[config.mk]
export PLATFORM = sky130hd
export DESIGN_NAME = demux_stream
export DESIGN_NICKNAME = d
export VERILOG_FILES = /design/src/rtl/demux_pkg.sv /design/src/rtl/demux_fifo2.sv /design/src/rtl/demux_stream.sv
export SDC_FILE = /design/constraint.sdc
export NUM_CORES = 1
export LEC_CHECK = 0
export BUFFER_PORTS_ARGS = -buffer_cell sky130_fd_sc_hd__buf_4
export CELL_PAD_IN_SITES_DETAIL_PLACEMENT = 1
export CELL_PAD_IN_SITES_GLOBAL_PLACEMENT = 2
export CORE_MARGIN = 2
export CORE_UTILIZATION = 43
export CTS_BUF_LIST = sky130_fd_sc_hd__clkbuf_4
export DETAILED_ROUTE_END_ITERATION = 10
export GPL_ROUTABILITY_DRIVEN = 0
export GPL_TIMING_DRIVEN = 0
export PLACE_DENSITY = 0.86
export SYNTH_ARGS = -nofsm -noshare
export SYNTH_HDL_FRONTEND = slang
export SYNTH_SLANG_ARGS = --single-unit
[constraint.sdc]
create_clock -name clk -period 5.7 [get_ports clk]
set_input_delay 0.855 -clock clk [delete_from_list [all_inputs] [get_ports clk]]
set_output_delay 0.855 -clock clk [all_outputs]
set_load 0.01 [all_outputs]
[src/rtl/demux_pkg.sv]
// Shared constants for the stream demultiplexer: per-port delivered-word
// counter width and its saturation value.
package demux_pkg;

    localparam int                CNT_W   = 8;
    localparam logic [CNT_W-1:0]  CNT_MAX = 8'd255;

    function automatic logic [CNT_W-1:0] sat_inc(input logic [CNT_W-1:0] v);
        return (v == CNT_MAX) ? v : v + CNT_W'(1);
    endfunction

endpackage

[src/rtl/demux_fifo2.sv]
// Two-entry FIFO with registered occupancy; the head is presented
// combinationally and forced to zero when the FIFO is empty.
module demux_fifo2 #(
    parameter int width_in = 8
) (
    input  logic                clk,
    input  logic                rst_n,
    input  logic                push,
    input  logic [width_in-1:0] din,
    input  logic                pop,
    output logic [width_in-1:0] dout,
    output logic                valid,
    output logic                full
);

    logic [width_in-1:0] r_mem [2];
    logic                r_wr_ptr;
    logic                r_rd_ptr;
    logic [1:0]          r_occ;
    logic                w_push;
    logic                w_pop;

    assign w_push = push & ~full;
    assign w_pop  = pop & valid;

    // NOTE: storage is deliberately left out of reset; occupancy gates every
    // read, so stale contents are never observable and the array stays plain RAM.
    always_ff @(posedge clk) begin
        if (w_push) begin
            r_mem[r_wr_ptr] <= din;
        end
    end

    // NOTE: sequential state uses non-blocking assignments only, so every
    // register samples the pre-edge values regardless of statement order.
    always_ff @(posedge clk or negedge rst_n) begin
        if (!rst_n) begin
            r_wr_ptr <= 1'b0;
            r_rd_ptr <= 1'b0;
            r_occ    <= 2'd0;
        end else begin
            if (w_push) begin
                r_wr_ptr <= ~r_wr_ptr;
            end
            if (w_pop) begin
                r_rd_ptr <= ~r_rd_ptr;
            end
            case ({w_push, w_pop})
                2'b10:   r_occ <= r_occ + 2'd1;
                2'b01:   r_occ <= r_occ - 2'd1;
                default: r_occ <= r_occ;
            endcase
        end
    end

    assign valid = (r_occ != 2'd0);
    assign full  = (r_occ == 2'd2);
    assign dout  = valid ? r_mem[r_rd_ptr] : '0;

endmodule

[src/rtl/demux_stream.sv]
// Routes one input stream to 2**width_sel output ports, each buffered by a
// two-entry FIFO, with a saturating delivered-word counter per port.
module demux_stream
    import demux_pkg::*;
#(
    parameter int width_in  = 8,
    parameter int width_sel = 3
) (
    input  logic                                  clk,
    input  logic                                  rst_n,
    input  logic [width_in-1:0]                   in_data,
    input  logic [width_sel-1:0]                  in_sel,
    input  logic                                  in_valid,
    output logic                                  in_ready,
    output logic [(2**width_sel)*width_in-1:0]    out_data,
    output logic [(2**width_sel)-1:0]             out_valid,
    input  logic [(2**width_sel)-1:0]             out_ready,
    output logic [(2**width_sel)*CNT_W-1:0]       out_count
);

    localparam int N = 2**width_sel;

    logic [N-1:0] w_full;
    logic [N-1:0] w_push;
    logic [N-1:0] w_pop;

    // Readiness depends only on the addressed FIFO, never on downstream ready.
    assign in_ready = ~w_full[in_sel];

    genvar k;
    generate
        for (k = 0; k < N; k++) begin : g_port
            logic [CNT_W-1:0] r_count;

            assign w_push[k] = in_valid & in_ready & (in_sel == width_sel'(k));
            assign w_pop[k]  = out_valid[k] & out_ready[k];

            demux_fifo2 #(
                .width_in (width_in)
            ) u_fifo (
                .clk   (clk),
                .rst_n (rst_n),
                .push  (w_push[k]),
                .din   (in_data),
                .pop   (w_pop[k]),
                .dout  (out_data[k*width_in +: width_in]),
                .valid (out_valid[k]),
                .full  (w_full[k])
            );

            always_ff @(posedge clk or negedge rst_n) begin
                if (!rst_n) begin
                    r_count <= '0;
                end else if (w_pop[k]) begin
                    r_count <= sat_inc(r_count);
                end
            end

            assign out_count[k*CNT_W +: CNT_W] = r_count;
        end
    endgenerate

endmodule

==> summary.txt <==
Tightest Pin Transition - 0.755 ns
Rows - 54
DR vias - 6,225
Share of layout cells above drive strength 1 - 29.8%
DRC violation count after routing - 0
Commonest non-fill, non-tap cell in the layout - buf_4
Final worst path period share - 53.1%
Postcts setup bufs - 0
TritonCTS buffer count - 57
CP max stage cell - mux4_2
Total track usage - 19.6%
Slew Limit Fails - 0
Peak supply drop - 0.243 mV
Total I/O pin count - 159
WL/cell - 18.0 µm
Sum of negative setup slack - 0 ns
Reg2reg end - g_port[6].u_fifo.r_mem[1][6]
DIE HEIGHT - 152 µm
Reg2reg path depth - 4
Hpwl dp - 15,300 µm
FFs w/ async S/R, synth - 42.9%
Main synth FF type - edfxtp_1
Max Cap Viol - 0
R2r setup slk - 3.45 ns
CP peak stage delay - 0.45 ns
Global-route wire length before repair - 36,300 µm
Clock latency on the worst-skew pair - 0.66 ns
Buf/Inv on CP - 1
Root buffer cell - clkbuf_4
Initial Utilization - 43.6%
Cell Area, Synth - 9460 µm²
Clock transition at path regs - 0.07 ns
Final min period - 3.03 ns
Layout fillers - 2,294
Bufs on Longest Clock Path - 3
LEAKAGE - 0.00514 µW
Worst Hold Path Cells - 1
Synth Net Count - 740
Sequential area share after synthesis - 66.0%
CTS H-Tree Depth - 2
CP max FO - 5
#FFs+latches synth - 224
CP top delay family - multiplexers
Startpoint types - register
Worst r2r src - g_port[6].u_fifo.r_occ[1]
Critical Path AT - 2.17 ns
Syn Area/Cell - 13.5 µm²
WL final - 22,600 µm
Hold path endpoint - g_port[3].u_fifo.r_wr_ptr
Largest net degree at the start of global routing - 97
RSZ-0062 raised after global routing - false
Cells after Synth - 702
Critical Path Sink Type - output port
Vias in the first global route - 6,838
CP required - 4.85 ns
Final net count - 959
Status - finished clean
Max Freq - 330 MHz
Finished Cell Area - 11,800 µm²
Buffers added on ports - 158
Hold Startpoint - g_port[3].u_fifo.r_wr_ptr
Final hold vios - 0
Slew HR - 49.5%
Critical path class - register to output port
Grt total ovfl - 0
First-pass DRT Iterations - 4
Power Dens Cells - 508 nW/µm²
CTS tree - yes
Setup Viol. Count Final - 0
Area Overhead vs Synth - 24.3%
Commonest non-fill, non-tap cells in the layout - 165 x buf_4, 128 x edfxtp_1, 120 x nor2_1
First DRT Iteration DRCs - 176
Critical-path cell list - nand2b_1 > mux2_2 > mux4_2 > buf_4
Detail Route Antenna Nets - 0
Number of flops mapped to enable cells by yosys - 128
Vias per cell - 4.98
Horiz. Die Dim - 152 µm
Yosys Warn Count - 0
Unique masters post-synth - 40
DP Area - 11,000 µm²
Total core area - 21,700 µm²
Worst Skew - 0.0405 ns
Die area - 23,200 µm²
Initial antenna violation count - 1
Clock Sinks - 224
Worst min path class - register to register
## sequential cells by signal, summed over array words and instances, names as in the netlist
name                    cells
g_port.u_fifo.r_occ        16
g_port.u_fifo.r_wr_ptr      8
g_port.r_count             64
g_port.u_fifo.r_mem       128
g_port.u_fifo.r_rd_ptr      8
## layer usage
layer / track usage [%] / wire, µm / vias up
met5: 0 / 0 / -
met4: 7.39 / 574 / 0
met3: 5.15 / 1220 / 39
met2: 34.1 / 11800 / 163
met1: 23.6 / 8980 / 3088
li1: - / - / 2935
## power breakdown
| group | internal, µW | switching (µW) | total, µW |
|---|---|---|---|
| registers | 2040 | 369 | 2410 |
| logic | 1110 | 1140 | 2250 |
| clock network | 667 | 644 | 1310 |
## cell families after synthesis
logic type	count (synthesis)	share of synthesized area, %
flip-flops	224	66.0
AND/OR/NAND/NOR	223	10.8
XOR/XNOR	90	8.41
multiplexers	72	7.85
buffers and inverters	43	2.16
AO/OA/AOI/OAI	34	2.63
adder cells (fa/ha/maj)	16	2.12
## synth_stat cells, types with 3 or more instances
cell type,number,area (µm²)
buf_4,8,60.1
o21ai_2,6,52.6
a21oi_1,9,45.0
and3_1,5,31.3
dfrtp_1,96,2400
nand4_1,15,93.8
inv_1,23,86.3
o21a_1,6,45.0
nor2_1,120,450
nor3_1,15,75.1
xnor2_1,44,385
xor2_1,45,394
mux2i_1,64,641
mux2_2,7,78.8
nand2b_1,5,31.3
ha_1,16,200
nor2b_1,5,31.3
nand3_1,18,90.1
buf_2,10,50.1
edfxtp_1,128,3840
o21ai_1,3,15.0
nand2_1,30,113
## timing repair
item,in CTS,in global routing
endpoints found under the setup margin,0,0
gates resized for setup,0,0
hold buffers,0,1
hold endpoints to repair,0,2
## per-stage QoR
stage	instances	hold WS, ns	setup slack [ns]	util, %	power, µW
finish	1250	0.495	2.67	54.2	5970
CTS	1247	0.489	2.59	54.0	6060
global route	1250	0.492	2.54	54.2	6380
floorplan	702	0.460	3.21	-	3670
detailed placement	1140	0.489	2.89	50.7	4720
global placement	1140	0.478	2.91	50.7	4590
## cell type report
cell class / count / area [µm²] / share of cell area [%]
Timing Repair Buffer: 160 / 1230 / 10.4
Inverter: 24 / 90.1 / 0.766
Sequential cell: 224 / 6250 / 53.1
Tap cell: 280 / 350 / 2.98
Multi-Input combinational cell: 435 / 3010 / 25.6
Antenna cell: 1 / 2.50 / 0.0213
Clock inverter: 25 / 101 / 0.862
Clock buffer: 82 / 616 / 5.24
Buffer: 19 / 114 / 0.969
## how the worst max path moves through the flow
stage,start,end,slack (ns),cells past startpoint
4_1_cts,g_port[0].u_fifo.r_occ[0],in_ready,2.59,4
3_3_place_gp,in_sel[1],in_ready,2.91,6
3_5_place_dp,in_sel[1],in_ready,2.89,6
2_1_floorplan,in_sel[1],in_ready,3.21,2
5_1_grt,g_port[0].u_fifo.r_occ[0],in_ready,2.54,4
6_report,g_port[0].u_fifo.r_occ[0],in_ready,2.67,4
Note: power is estimated with default switching activity, not from simulation.
